[config.mk]
export PLATFORM = sky130hd
export DESIGN_NAME = seg7_result_display
export DESIGN_NICKNAME = d
export VERILOG_FILES = /design/src/rtl/seg7_result_display.sv
export SDC_FILE = /design/constraint.sdc
export NUM_CORES = 1
export LEC_CHECK = 0
export ABC_AREA = 1
export BUFFER_PORTS_ARGS = -buffer_cell sky130_fd_sc_hd__buf_2
export CAP_MARGIN = 20
export CORE_ASPECT_RATIO = 0.6
export CORE_UTILIZATION = 40
export DETAILED_ROUTE_END_ITERATION = 7
export PLACE_DENSITY = 0.6
export RECOVER_POWER = 100
export REMOVE_ABC_BUFFERS = 1
export SYNTH_ARGS = -nofsm -noshare
export SYNTH_HDL_FRONTEND = slang
export SYNTH_SLANG_ARGS = --single-unit
[constraint.sdc]
create_clock -name clock -period 8.7 [get_ports clock]
set_clock_uncertainty 0.15 [all_clocks]
set_input_delay 1.305 -clock clock [delete_from_list [all_inputs] [get_ports clock]]
set_output_delay 1.305 -clock clock [all_outputs]
set_load 0.03 [all_outputs]
[src/rtl/seg7_result_display.sv]
// seg7_result_display: turns an 8-bit ALU result into sign/hundreds/tens/ones digits
// with a sequential double-dabble converter and scans them onto a 4-digit LED display.
module seg7_result_display #(
   parameter int unsigned SCAN_COUNT = 50000
) (
   input  logic       clock,
   input  logic       reset,
   input  logic [7:0] value_in,
   input  logic       signed_mode,
   output logic [6:0] seg,
   output logic [3:0] an,
   output logic       busy
);
   localparam int unsigned VAL_W  = 8;
   localparam int unsigned BCD_W  = 12;
   localparam int unsigned DIG_W  = 4;
   localparam int unsigned NDIG   = 4;
   localparam int unsigned BITC_W = 3;
   localparam int unsigned CNT_W  = (SCAN_COUNT > 1) ? $clog2(SCAN_COUNT) : 1;

   localparam logic [DIG_W-1:0]  DIG_MINUS = DIG_W'(10);
   localparam logic [DIG_W-1:0]  DIG_BLANK = DIG_W'(11);
   localparam logic [CNT_W-1:0]  CNT_LAST  = CNT_W'(SCAN_COUNT - 1);
   localparam logic [BITC_W-1:0] BIT_LAST  = BITC_W'(VAL_W - 1);

   typedef enum logic [1:0] {S_IDLE, S_ABS, S_SHIFT, S_LATCH} state_t;

   state_t                       state_q, state_d;
   logic [VAL_W-1:0]             src_val_q, src_val_d;
   logic                         src_mode_q, src_mode_d;
   logic [VAL_W-1:0]             mag_q, mag_d;
   logic                         neg_q, neg_d;
   logic [BCD_W-1:0]             bcd_q, bcd_d;
   logic [BITC_W-1:0]            bit_cnt_q, bit_cnt_d;
   logic [VAL_W-1:0]             last_val_q, last_val_d;
   logic                         last_mode_q, last_mode_d;
   logic [NDIG-1:0][DIG_W-1:0]   dig_q, dig_d;
   logic [CNT_W-1:0]             scan_cnt_q, scan_cnt_d;
   logic [1:0]                   digit_idx_q, digit_idx_d;
   logic [6:0]                   seg_q, seg_d;
   logic [3:0]                   an_q, an_d;
   logic                         busy_q, busy_d;
   logic [BCD_W-1:0]             bcd_adj;

   // Active-low {g,f,e,d,c,b,a} pattern for a stored digit code.
   function automatic logic [6:0] seg_code(input logic [DIG_W-1:0] d);
      case (d)
         4'd0:    seg_code = 7'b1000000;
         4'd1:    seg_code = 7'b1111001;
         4'd2:    seg_code = 7'b0100100;
         4'd3:    seg_code = 7'b0110000;
         4'd4:    seg_code = 7'b0011001;
         4'd5:    seg_code = 7'b0010010;
         4'd6:    seg_code = 7'b0000010;
         4'd7:    seg_code = 7'b1111000;
         4'd8:    seg_code = 7'b0000000;
         4'd9:    seg_code = 7'b0010000;
         4'd10:   seg_code = 7'b0111111;
         default: seg_code = 7'b1111111;
      endcase
   endfunction

   // Conversion FSM: detect change, take magnitude, double-dabble, latch digits.
   always_comb begin
      state_d     = state_q;
      src_val_d   = src_val_q;
      src_mode_d  = src_mode_q;
      mag_d       = mag_q;
      neg_d       = neg_q;
      bcd_d       = bcd_q;
      bit_cnt_d   = bit_cnt_q;
      last_val_d  = last_val_q;
      last_mode_d = last_mode_q;
      dig_d       = dig_q;
      bcd_adj     = bcd_q;

      case (state_q)
         S_IDLE: begin
            if ({value_in, signed_mode} != {last_val_q, last_mode_q}) begin
               src_val_d  = value_in;
               src_mode_d = signed_mode;
               state_d    = S_ABS;
            end
         end
         S_ABS: begin
            if (src_mode_q && src_val_q[VAL_W-1]) begin
               mag_d = (~src_val_q) + VAL_W'(1);
               neg_d = 1'b1;
            end else begin
               mag_d = src_val_q;
               neg_d = 1'b0;
            end
            bcd_d     = '0;
            bit_cnt_d = '0;
            state_d   = S_SHIFT;
         end
         S_SHIFT: begin
            for (int i = 0; i < 3; i++) begin
               if (bcd_q[4*i +: 4] >= 4'd5) bcd_adj[4*i +: 4] = bcd_q[4*i +: 4] + 4'd3;
            end
            {bcd_d, mag_d} = {bcd_adj, mag_q} << 1;
            bit_cnt_d      = bit_cnt_q + BITC_W'(1);
            if (bit_cnt_q == BIT_LAST) state_d = S_LATCH;
         end
         S_LATCH: begin
            dig_d[3] = neg_q ? DIG_MINUS : DIG_BLANK;
            dig_d[2] = (bcd_q[11:8] == 4'd0) ? DIG_BLANK : bcd_q[11:8];
            dig_d[1] = (bcd_q[11:4] == 8'd0) ? DIG_BLANK : bcd_q[7:4];
            dig_d[0] = bcd_q[3:0];
            last_val_d  = src_val_q;
            last_mode_d = src_mode_q;
            state_d     = S_IDLE;
         end
         default: state_d = S_IDLE;
      endcase

      busy_d = (state_d != S_IDLE);
   end

   // Display scan: an/seg follow digit_idx one edge later, always as a matched pair.
   always_comb begin
      scan_cnt_d  = scan_cnt_q + CNT_W'(1);
      digit_idx_d = digit_idx_q;
      if (scan_cnt_q == CNT_LAST) begin
         scan_cnt_d  = '0;
         digit_idx_d = digit_idx_q + 2'd1;
      end
      an_d  = ~(4'b0001 << digit_idx_q);
      seg_d = seg_code(dig_q[digit_idx_q]);
   end

   always_ff @(posedge clock or posedge reset) begin
      if (reset) begin
         state_q     <= S_IDLE;
         src_val_q   <= '0;
         src_mode_q  <= 1'b0;
         mag_q       <= '0;
         neg_q       <= 1'b0;
         bcd_q       <= '0;
         bit_cnt_q   <= '0;
         last_val_q  <= '0;
         last_mode_q <= 1'b0;
         dig_q       <= {DIG_BLANK, DIG_BLANK, DIG_BLANK, DIG_W'(0)};
         scan_cnt_q  <= '0;
         digit_idx_q <= '0;
         seg_q       <= 7'b1111111;
         an_q        <= 4'b1111;
         busy_q      <= 1'b0;
      end else begin
         state_q     <= state_d;
         src_val_q   <= src_val_d;
         src_mode_q  <= src_mode_d;
         mag_q       <= mag_d;
         neg_q       <= neg_d;
         bcd_q       <= bcd_d;
         bit_cnt_q   <= bit_cnt_d;
         last_val_q  <= last_val_d;
         last_mode_q <= last_mode_d;
         dig_q       <= dig_d;
         scan_cnt_q  <= scan_cnt_d;
         digit_idx_q <= digit_idx_d;
         seg_q       <= seg_d;
         an_q        <= an_d;
         busy_q      <= busy_d;
      end
   end

   assign seg  = seg_q;
   assign an   = an_q;
   assign busy = busy_q;

endmodule

==> PnR_summary.wiki, run 1 <==
{| class="wikitable"
! Metric !! Value
|-
| Hold/Removal Path Class || flip-flop to flip-flop
|-
| Share of synthesized area occupied by flip-flops and latches || 48.3%
|-
| Max clock buf depth || 2
|-
| Number of buffer cells added on primary ports || 22
|-
| Number of max-cap violations || 1
|-
| Number of CTS-inserted buffers || 9
|-
| DRC Markers || 0
|-
| Share of synthesized registers carrying an async set or reset || 100%
|-
| Aggregate routed wire length || 9660 um
|-
| Peak Freq || 0.317 GHz
|-
| Initial Util || 42.1%
|-
| Routed length per placed instance || 14.0 um
|-
| H-Tree Depth || 3
|-
| Cell depth of the worst hold path || 1
|-
| Number of flops mapped to enable cells by yosys || 0
|-
| Main area contributors after synthesis || sky130_fd_sc_hd__dfrtp_1, sky130_fd_sc_hd__dfstp_2, sky130_fd_sc_hd__nand2_1
|-
| Clock Tree Root || sky130_fd_sc_hd__clkbuf_16
|-
| Mean instance size in the synthesized netlist || 8.74 sq um
|-
| Final setup viols || 0
|-
| Antenna cells || 0
|-
| P_sw || 0.546 mW
|-
| Site row count || 29
|-
| Number of gates resized after cts || 0
|-
| Depth of the worst register-to-register path || 4
|-
| Core Area || 10800 sq um
|-
| Slack of the critical path || 5540 ps
|-
| Clock tree from TritonCTS || yes
|-
| Final weighted congestion in routability-driven placement || 0.852
|-
| Number of storage elements in the synthesis netlist || 87
|-
| Min Clock Period, post-route || 3160 ps
|-
| Biggest fanout along the worst timing path || 26
|-
| Final-layout setup total negative slack || 0 ps
|-
| Final hold slack || 295 ps
|-
| Initial antenna violation count || 0
|-
| Run status || finished, violations left
|-
| Filler cell count || 1054
|-
| Proportion of total power due to net switching || 38.5%
|-
| Placed wire-length estimate after detailed placement || 6850 um
|-
| DR pass1 iterations || 5
|-
| First-pass GRT wire length || 16300 um
|-
| Cell Area, Synth || 4550 sq um
|-
| Setup repair after global routing missed its margin || false
|-
| Share of layout cells above drive strength 1 || 15.4%
|-
| Worst Tran Pin Value || 1750 ps
|-
| Horiz. Die Dim || 140 um
|-
| GRT Total Usage || 18.0%
|-
| Area fraction of the dominant cell type after synthesis || 37.9%
|-
| Clk pwr share || 26.4%
|-
| Clock slew seen by the registers of the worst setup and hold paths || 70 ps
|-
| Post-synthesis to final-layout area growth || 10.5%
|-
| Portion of total power attributed to combinational logic || 34.1%
|-
| Post-synthesis cell type with the largest combined area || sky130_fd_sc_hd__dfrtp_1
|-
| Final-stage net count || 584
|-
| Warnings from Yosys || 0
|-
| Violations in the final reports || max-capacitance violations, max-slew violations
|-
| Initial detailed-routing violation count || 250
|-
| Syn Inst Count || 521
|-
| Routed vias || 3420
|-
| Number of buffers inserted by post-CTS setup repair || 0
|-
| Via count of the first global-routing pass || 3207
|-
| Maximum number of pins on one net before global-route repair || 88
|-
| Peak supply drop || 0.000118 V
|-
| Data arrival time of the worst path || 3250 ps
|-
| Cell-internal power || 0.873 mW
|-
| Ports placed on the boundary || 23
|-
| Startpoint type of the worst setup path || flip-flop
|-
| Worst slack at placement || 6080 ps
|-
| Required time reported for the critical path endpoint || 8800 ps
|-
| Vertical die dimension || 84.6 um
|-
| Sequential Power Share || 39.4%
|-
| Max-slew violation count || 32
|-
| Vias per Instance || 4.94
|-
| Crit path capture type || flip-flop
|-
| Standby leakage power || 2.45 nW
|-
| Commonest cells after routing, fill and taps aside || sky130_fd_sc_hd__nand2_1, sky130_fd_sc_hd__inv_1, sky130_fd_sc_hd__dfrtp_1
|-
| Floorplan die area || 11800 sq um
|-
| Distinct cell type count after synthesis || 45
|-
| Leading cell type in the layout, fill and taps excluded || sky130_fd_sc_hd__nand2_1
|-
| Clock latency on the worst-skew pair || 350 ps
|-
| Final clock period utilization by the worst path || 36.3%
|-
| Top_reg_cell synth || sky130_fd_sc_hd__dfrtp_1
|-
| Number of cells after detailed placement || 675
|-
| Worst Path Class, Setup || flip-flop to flip-flop
|-
| Number of clock sinks seen by CTS || 87
|-
| Pwr Density || 282 nW/um^2
|-
| Hold-fix buffers at CTS || 0
|-
| Endpoints failing hold || 0
|-
| Worst max-slew margin expressed relative to the limit || -16.9%
|-
| Number of routed nets with antenna violations || 0
|-
| Remaining Overflow, GRT || 0
|-
| Final non-filler cell total || 692
|}
==> area by class of cell <==
| class | instances | area (sq um) | area share, % |
|---|---|---|---|
| clock inverter | 2 | 13.8 | 0.274 |
| timing repair buffer | 25 | 129 | 2.56 |
| sequential | 87 | 2200 | 43.7 |
| multi-input combinational | 345 | 1930 | 38.4 |
| tap | 139 | 174 | 3.46 |
| inverter | 80 | 304 | 6.05 |
| clock buffer | 14 | 275 | 5.47 |
==> metal layers <==
metal | global-route usage [%] | share of wire [%] | vias to the layer above
met3 | 5.70 | 4.8 | 7
met4 | 4.30 | 0.72 | 0
met2 | 23.2 | 38 | 64
met1 | 28.2 | 57 | 1621
li1 | - | - | 1728
met5 | 0 | 0 | -
==> power by group through the flow <==
stage / Sequential, mW / Combinational [mW] / Clock (mW)
global route: 0.569 / 0.551 / 0.403
finish: 0.559 / 0.484 / 0.375
global placement: 0.562 / 0.483 / 0
CTS: 0.558 / 0.500 / 0.383
floorplan: 0.564 / 0.357 / 0
detailed placement: 0.564 / 0.497 / 0
==> registers in the layout, summed over array words and instances (netlist names), 2 cells and up <==
signal,count
scan_cnt_q,16
dig_q,13
bcd_q,12
last_val_q,8
mag_q,8
src_val_q,8
seg,7
an,4
bit_cnt_q,3
digit_idx_q,2
state_q,2
==> stage by stage <==
| step | utilization (%) | cell area (sq um) | power, mW |
|---|---|---|---|
| global route | 46.5 | 5030 | 1.52 |
| finish | 46.5 | 5030 | 1.42 |
| CTS | 47.1 | 5090 | 1.44 |
| floorplan | - | 4500 | 0.921 |
| global placement | 44.4 | 4800 | 1.05 |
| detailed placement | 44.4 | 4800 | 1.06 |
==> path summary, 6_finish.rpt <==
check / start / end / slack, ps
max in group asynchronous: reset / dig_q[12] / 5900
hold / removal: neg_q / dig_q[12] / 300
min in group asynchronous: reset / last_val_q[5] / 1430
setup reg to reg: state_q[0] / last_val_q[2] / 5540
hold reg to reg: neg_q / dig_q[12] / 300
setup / recovery: state_q[0] / last_val_q[2] / 5540
==> worst max-delay path: stages (launching register included) <==
cell	delay (ps)
sky130_fd_sc_hd__dfrtp_1	420
sky130_fd_sc_hd__ha_1	170
sky130_fd_sc_hd__clkbuf_1	960
sky130_fd_sc_hd__clkinv_1	940
sky130_fd_sc_hd__o21ai_0	400
==> synth_stat cells (2+ instances only) <==
master	count
sky130_fd_sc_hd__nand2_1	101
sky130_fd_sc_hd__inv_1	70
sky130_fd_sc_hd__dfrtp_1	69
sky130_fd_sc_hd__o21ai_0	38
sky130_fd_sc_hd__nand3_1	33
sky130_fd_sc_hd__nor2_1	32
sky130_fd_sc_hd__ha_1	25
sky130_fd_sc_hd__nand2_2	23
sky130_fd_sc_hd__dfstp_2	18
sky130_fd_sc_hd__a21oi_1	13
sky130_fd_sc_hd__o21ai_1	8
sky130_fd_sc_hd__o22ai_1	8
sky130_fd_sc_hd__xor2_1	8
sky130_fd_sc_hd__inv_2	7
sky130_fd_sc_hd__nor2_2	7
sky130_fd_sc_hd__a31oi_1	6
sky130_fd_sc_hd__nand4_1	5
sky130_fd_sc_hd__xnor2_1	5
sky130_fd_sc_hd__clkbuf_1	4
sky130_fd_sc_hd__nor3_1	3
sky130_fd_sc_hd__o21bai_1	3
sky130_fd_sc_hd__o221ai_1	3
sky130_fd_sc_hd__or2_2	3
sky130_fd_sc_hd__a22o_1	2
sky130_fd_sc_hd__buf_2	2
sky130_fd_sc_hd__buf_4	2
sky130_fd_sc_hd__nand3_2	2
sky130_fd_sc_hd__nand3b_1	2
sky130_fd_sc_hd__nor2_4	2
sky130_fd_sc_hd__o21bai_2	2
==> cell families (layout without fill, tap and decap cells) <==
family,Yosys count,count (layout),synth area share (%)
fa+ha+maj,25,25,6.87
flops,87,87,48.3
buf+inv,89,121,7.81
xor+xnor,13,13,2.50
simple gates,220,220,23.2
compound gates,87,87,11.3
Note: power is estimated with default switching activity, not from simulation.
==> run 2: changes to the inputs <==
- PLACE_DENSITY: 0.6 -> 0.62
- clock period: 8.7 -> 2.7 ns (I/O delays scaled with it)
==> run 2 against run 1 <==
The run now ends clean. Core utilization up 0.22 points. Flip-flop and latch count unchanged. Routed wire length about the same. Power increased to 3.3 times the previous value. Sequential share of layout area fell by 0.21 points. Clock-buffer cell count is 4 lower. Setup slack worse by 5100 ps. Non-clock buffer count is 1 higher. Sequential power increased to 3.2 times the previous value. Global-route usage increased by 0.23 points. Register-to-register slack worse by 5100 ps. Critical path depth up 4. Largest power group unchanged.
==> PnR_summary.wiki, run 2 (synthesized netlist as in run 1, its figures left out) <==
{| class="wikitable"
! Metric !! Value
|-
| Run status || finished, final reports clean
|-
| Final-layout setup total negative slack || 0 ps (unchanged)
|-
| Number of buffers inserted by post-CTS setup repair || 0 (unchanged)
|-
| Routed vias || 3410 (-0.29%)
|-
| Cell-internal power || 2.80 mW (+220%)
|-
| Number of routed nets with antenna violations || 0 (unchanged)
|-
| Setup repair after global routing missed its margin || false
|-
| Leading cell type in the layout, fill and taps excluded || sky130_fd_sc_hd__nand2_1
|-
| Biggest fanout along the worst timing path || 10 (-62%)
|-
| Final non-filler cell total || 693 (+0.14%)
|-
| Pwr Density || 915 nW/um^2 (+220%)
|-
| Slowest library cell on the worst path || sky130_fd_sc_hd__dfrtp_1
|-
| Worst Tran Pin Value || 1430 ps (-326 ps)
|-
| Via count of the first global-routing pass || 3239 (+1.0%)
|-
| Critical R2R Launch || digit_idx_q[0]
|-
| DRC Markers || 0 (unchanged)
|-
| Registers with the most flip-flops || scan_cnt_q (16), dig_q (13), bcd_q (12)
|-
| Crit path capture type || flip-flop
|-
| H-Tree Depth || 3 (unchanged)
|-
| Ports placed on the boundary || 23 (unchanged)
|-
| P_sw || 1.82 mW (+230%)
|-
| Worst reg-to-reg setup slack || 480 ps (-5060 ps)
|-
| Number of cells after detailed placement || 676 (+0.15%)
|-
| Commonest cells after routing, fill and taps aside || sky130_fd_sc_hd__nand2_1, sky130_fd_sc_hd__inv_1, sky130_fd_sc_hd__dfrtp_1
|-
| Peak Freq || 0.450 GHz (+42%)
|-
| Number of clock sinks seen by CTS || 87 (unchanged)
|-
| Startpoint type of the worst setup path || flip-flop
|-
| Depth of the worst register-to-register path || 8 (+4)
|-
| Portion of total power attributed to combinational logic || 34.1% (about the same)
|-
| Final setup viols || 0 (unchanged)
|-
| GRT Total Usage || 18.2% (+0.23 points)
|-
| Endpoints failing hold || 0 (unchanged)
|-
| Final-stage net count || 585 (+0.17%)
|-
| Maximum cell stage delay along the critical path || 600 ps (-360 ps)
|-
| Series of cell instances along the critical path || clkinvlp_2 > nand2_1 > nand3_1 > nand2_1 > inv_1 > ha_1 > o21ai_0 > o21ai_0
|-
| Largest register FFs || 16 (unchanged)
|-
| Data arrival time of the worst path || 2340 ps (-910 ps)
|-
| Clock slew seen by the registers of the worst setup and hold paths || 70 ps (about the same)
|-
| Hold/Removal Path Class || input pin to flip-flop
|-
| Antenna cells || 0 (unchanged)
|-
| Number of CTS-inserted buffers || 9 (unchanged)
|-
| Min Clock Period, post-route || 2220 ps (-936 ps)
|-
| Worst Path Class, Setup || flip-flop to flip-flop
|-
| Largest Register || scan_cnt_q
|-
| Floorplan die area || 11800 sq um (unchanged)
|-
| Vertical die dimension || 84.6 um (unchanged)
|-
| Worst max-slew margin expressed relative to the limit || 4.27% (+21 points)
|-
| Clock tree from TritonCTS || yes
|-
| Core Area || 10800 sq um (unchanged)
|-
| First-pass GRT wire length || 16700 um (+2.4%)
|-
| Peak supply drop || 0.000420 V (+260%)
|-
| Clock latency on the worst-skew pair || 350 ps (about the same)
|-
| Max-slew violation count || 0 (-100%)
|-
| Number of gates resized after cts || 0 (unchanged)
|-
| Proportion of total power due to net switching || 39.4% (+0.93 points)
|-
| Clk pwr share || 27.1% (+0.7 points)
|-
| Maximum number of pins on one net before global-route repair || 59 (-33%)
|-
| Standby leakage power || 2.46 nW (+0.30%)
|-
| Max clock buf depth || 2 (unchanged)
|-
| DR pass1 iterations || 5 (unchanged)
|-
| Beginning of the worst hold path || value_in[1]
|-
| Reg-to-Reg End || seg[3]
|-
| Initial detailed-routing violation count || 262 (+4.8%)
|-
| Routed length per placed instance || 13.9 um (-0.16%)
|-
| Horiz. Die Dim || 140 um (unchanged)
|-
| Placed wire-length estimate after detailed placement || 7170 um (+4.6%)
|-
| Cell depth of the worst hold path || 3 (+2)
|-
| Hold-fix buffers at CTS || 1 (+1)
|-
| Site row count || 29 (unchanged)
|-
| Clock Tree Root || sky130_fd_sc_hd__clkbuf_16
|-
| Initial Util || 42.1% (unchanged)
|-
| Initial antenna violation count || 0 (unchanged)
|-
| Share of layout cells above drive strength 1 || 16.1% (+0.69 points)
|-
| Aggregate routed wire length || 9660 um (about the same)
|-
| Final clock period utilization by the worst path || 82.2% (+46 points)
|-
| Vias per Instance || 4.92 (-0.44%)
|-
| Number of buffer cells added on primary ports || 22 (unchanged)
|-
| Post-synthesis to final-layout area growth || 11.0%
|-
| Hold Path Sink || src_val_q[1]
|-
| Remaining Overflow, GRT || 0 (unchanged)
|-
| Final weighted congestion in routability-driven placement || 0.818 (-4.0%)
|-
| Required time reported for the critical path endpoint || 2820 ps (-5980 ps)
|-
| Sequential Power Share || 38.9% (-0.5 points)
|-
| Number of max-cap violations || 0 (-1)
|}
==> run 2: worst max-delay path: cells and delay by family, from the launching register on <==
kind,cells,cell delay [ps]
DFF,1,600
and+or+nand+nor,3,370
AOI/OAI and AO/OA,2,350
buffers and inverters,2,490
adders and majority gates,1,180
==> run 2: per-layer routing <==
metal / up-vias / global-route usage (%) / part of all wire, % / routed length, um
met5: - / 0 / 0 / 0
met4: 0 / 5.09 / 1.2 / 114
met3: 13 / 4.16 / 4.5 / 439
met2: 66 / 23.3 / 37 / 3540
met1: 1605 / 29.5 / 58 / 5570
li1: 1726 / - / - / -
==> run 2: through the flow <==
step	worst slack, ps	hold slack, ps	total power, mW	util (%)	cell area [sq um]
6_report	480	165	4.62	46.7	5050
5_1_grt	211	165	4.94	46.7	5050
4_1_cts	598	153	4.71	47.4	5130
3_5_place_dp	602	312	3.45	44.6	4820
3_3_place_gp	720	300	3.39	44.6	4820
2_1_floorplan	-75.4	256	2.97	-	4500
==> run 2: area by class of cell <==
| type | count | area [sq um] |
|---|---|---|
| Sequential cell | 87 | 2200 |
| Fill cell | 1078 | 5760 |
| Timing Repair Buffer | 26 | 133 |
| Clock buffer | 10 | 250 |
| Clock inverter | 6 | 48.8 |
| Tap cell | 139 | 174 |
| Inverter | 80 | 304 |
| Multi-Input combinational cell | 345 | 1940 |
==> run 2: how the worst max path moves through the flow <==
| stage | startpoint | end | slack [ps] |
|---|---|---|---|
| 2_1_floorplan | reset | bcd_q[0] | -80 |
| 3_3_place_gp | state_q[0] | bcd_q[4] | 720 |
| 3_5_place_dp | state_q[0] | bcd_q[4] | 600 |
| 4_1_cts | state_q[0] | bcd_q[4] | 600 |
| 5_1_grt | digit_idx_q[0] | seg[3] | 210 |
| 6_report | digit_idx_q[0] | seg[3] | 480 |
==> run 2: power groups by stage <==
stage	logic (mW)	registers (mW)	clock network, mW
finish	1.57	1.80	1.25
global placement	1.58	1.81	0
global route	1.79	1.83	1.32
detailed placement	1.63	1.82	0
CTS	1.64	1.80	1.28
floorplan	1.15	1.82	0
==> run 3: changes to the inputs <==
- PLACE_DENSITY: 0.62 -> 0.6
- clock period: 2.7 -> 2.32 ns (I/O delays scaled with it)
==> run 3 against run 2 <==
Hold slack got worse by 43 ps. Via count increased by 1.8%. Global-route usage rose by 0.20 points. Sequential power increased by 16%. Register-to-register slack lost 210 ps. Largest cell class unchanged. Highest routed layer unchanged.
==> PnR_summary.wiki, run 3 (synthesized netlist as in run 1, its figures left out) <==
{| class="wikitable"
! Metric !! Value
|-
| Slowest library cell on the worst path || sky130_fd_sc_hd__nand2_1
|-
| Depth of the worst register-to-register path || 10 (+2)
|-
| Peak Freq || 0.488 GHz (+8.3%)
|-
| CP Launch Point || last_val_q[7]
|-
| Startpoint type of the worst setup path || flip-flop
|-
| Max clock buf depth || 2 (unchanged)
|-
| Largest register FFs || 16 (unchanged)
|-
| DR pass1 iterations || 5 (unchanged)
|-
| Critical R2R Launch || last_val_q[7]
|-
| Footprint of the flip-flops and latches || 2200 sq um (unchanged)
|-
| Number of cells after detailed placement || 678 (+0.30%)
|-
| Post-synthesis to final-layout area growth || 10.9% (about the same)
|-
| Commonest cells after routing, fill and taps aside || sky130_fd_sc_hd__nand2_1, sky130_fd_sc_hd__inv_1, sky130_fd_sc_hd__dfrtp_1
|-
| Series of cell instances along the critical path || inv_1 > nand2_1 > nand2_1 > nor2_1 > nand2_1 > nor2_1 > nand2_1 > nand2_1 > nand2_2 > nand2_2
|-
| Routed length per placed instance || 14.0 um (+0.37%)
|-
| Number of routed nets with antenna violations || 0 (unchanged)
|-
| Required time reported for the critical path endpoint || 2450 ps (-370 ps)
|-
| GRT Total Usage || 18.4% (+0.20 points)
|-
| Final weighted congestion in routability-driven placement || 0.822 (+0.54%)
|-
| Initial Util || 42.1% (unchanged)
|-
| Final Util || 46.7% (about the same)
|-
| Vertical die dimension || 84.6 um (unchanged)
|-
| Ports placed on the boundary || 23 (unchanged)
|-
| Worst Tran Pin Value || 770 ps (-658 ps)
|-
| Data arrival time of the worst path || 2190 ps (-150 ps)
|-
| Met3 capacity usage during global routing || 5.13% (+0.97 points)
|-
| Slack of the critical path || 269 ps (-210 ps)
|-
| Final-layout setup total negative slack || 0 ps (unchanged)
|-
| Leading cell type in the layout, fill and taps excluded || sky130_fd_sc_hd__nand2_1
|-
| Placed wire-length estimate after detailed placement || 7160 um (-0.12%)
|-
| Worst Path Class, Setup || flip-flop to flip-flop
|-
| Peak supply drop || 0.000474 V (+13%)
|-
| Clock slew seen by the registers of the worst setup and hold paths || 60 ps (about the same)
|-
| End of the critical path || src_val_q[3]
|-
| Final-stage net count || 587 (+0.34%)
|-
| Endpoints failing hold || 0 (unchanged)
|-
| Final non-filler cell total || 695 (+0.29%)
|-
| Number of max-cap violations || 0 (unchanged)
|-
| Post-Layout Inst Area || 5050 sq um (about the same)
|-
| Biggest fanout along the worst timing path || 10 (unchanged)
|-
| Worst reg-to-reg setup slack || 270 ps (-210 ps)
|-
| Final clock period utilization by the worst path || 88.4% (+6.2 points)
|-
| Overall power of the completed layout || 5.29 mW (+15%)
|-
| H-Tree Depth || 3 (unchanged)
|-
| Share of layout cells above drive strength 1 || 17.3% (+1.2 points)
|-
| Vias per Instance || 4.99 (+1.5%)
|-
| First-pass GRT wire length || 17000 um (+1.9%)
|-
| Min Clock Period, post-route || 2050 ps (-170 ps)
|-
| Site row count || 29 (unchanged)
|-
| Run status || finished, final reports clean
|-
| Via count of the first global-routing pass || 3457 (+6.7%)
|-
| Core Area || 10800 sq um (unchanged)
|-
| Gr busiest metal || met1
|-
| Filler cell count || 1055 (-2.1%)
|-
| Largest Register || scan_cnt_q
|-
| Number of CTS-inserted buffers || 9 (unchanged)
|-
| Initial detailed-routing violation count || 236 (-9.9%)
|-
| Pwr Density || 1050 nW/um^2 (+15%)
|-
| Worst max-slew margin expressed relative to the limit || 48.7% (+44 points)
|-
| Aggregate routed wire length || 9720 um (+0.66%)
|-
| Hold/Removal Path Class || input pin to flip-flop
|-
| Number of buffer cells added on primary ports || 22 (unchanged)
|-
| Global-route track usage on met2 || 24.5% (+1.2 points)
|-
| DRC Markers || 0 (unchanged)
|-
| Floorplan die area || 11800 sq um (unchanged)
|-
| Final setup viols || 0 (unchanged)
|-
| Maximum number of pins on one net before global-route repair || 58 (-1.7%)
|-
| Max-slew violation count || 0 (unchanged)
|-
| Clock latency on the worst-skew pair || 340 ps (about the same)
|-
| Number of gates resized after cts || 0 (unchanged)
|-
| Final hold slack || 122 ps (-43.2 ps)
|-
| Clock tree from TritonCTS || yes
|-
| Registers with the most flip-flops || scan_cnt_q (16), dig_q (13), bcd_q (12)
|-
| Global routing usage on met1 || 28.3% (-1.2 points)
|-
| Worst slack at placement || 459 ps (-143 ps)
|-
| Library cell appearing most often on the critical path || sky130_fd_sc_hd__nand2_1
|-
| Setup repair after global routing missed its margin || false
|-
| Clock Tree Root || sky130_fd_sc_hd__clkbuf_16
|-
| Reg-to-Reg End || src_val_q[3]
|-
| Routed vias || 3471 (+1.8%)
|-
| Antenna cells || 0 (unchanged)
|-
| Maximum cell stage delay along the critical path || 490 ps (-110 ps)
|-
| Horiz. Die Dim || 140 um (unchanged)
|-
| Area of the multi-input gates || 1950 sq um (+0.39%)
|-
| Number of clock sinks seen by CTS || 87 (unchanged)
|-
| Initial antenna violation count || 0 (unchanged)
|-
| Placed Area || 4840 sq um (+0.31%)
|-
| Remaining Overflow, GRT || 0 (unchanged)
|-
| Standby leakage power || 2.48 nW (+0.66%)
|-
| Crit path capture type || flip-flop
|}
## run 3: routing by layer
metal	routed length [um]	share of wire [%]
met2	3730	38
met4	139	1.4
met1	5300	54
met3	555	5.7
met5	0	0
## run 3: repair_timing
item,in CTS,in global routing
setup buffers,0,0
endpoints found under the hold margin,69,0
hold buffers,1,0
## run 3: final cells by class
type | count | area share (%)
Timing Repair Buffer | 28 | 2.97
Tap cell | 139 | 3.44
Clock buffer | 9 | 4.46
Multi-Input combinational cell | 345 | 38.6
Clock inverter | 7 | 0.892
Inverter | 80 | 6.05
Sequential cell | 87 | 43.6
## run 3: worst min-delay path by stage
stage / slack [ps] / start / cells past startpoint / end
2_1_floorplan: 260 / neg_q / 1 / dig_q[12]
3_3_place_gp: 270 / reset / 3 / last_val_q[5]
3_5_place_dp: 280 / reset / 3 / mag_q[3]
4_1_cts: 110 / value_in[1] / 3 / src_val_q[1]
5_1_grt: 140 / value_in[0] / 3 / src_val_q[0]
6_report: 120 / value_in[1] / 3 / src_val_q[1]
## run 3: critical path: cells and delay by family, from the launching register on
kind / cells / cell delay, ps
buffers and inverters: 1 / 50
DFF: 1 / 350
and+or+nand+nor: 9 / 1430
## run 3: where the power goes
group | switching (mW) | internal, mW
registers | 0.218 | 1.87
logic | 1.25 | 0.616
clock network | 0.607 | 0.727
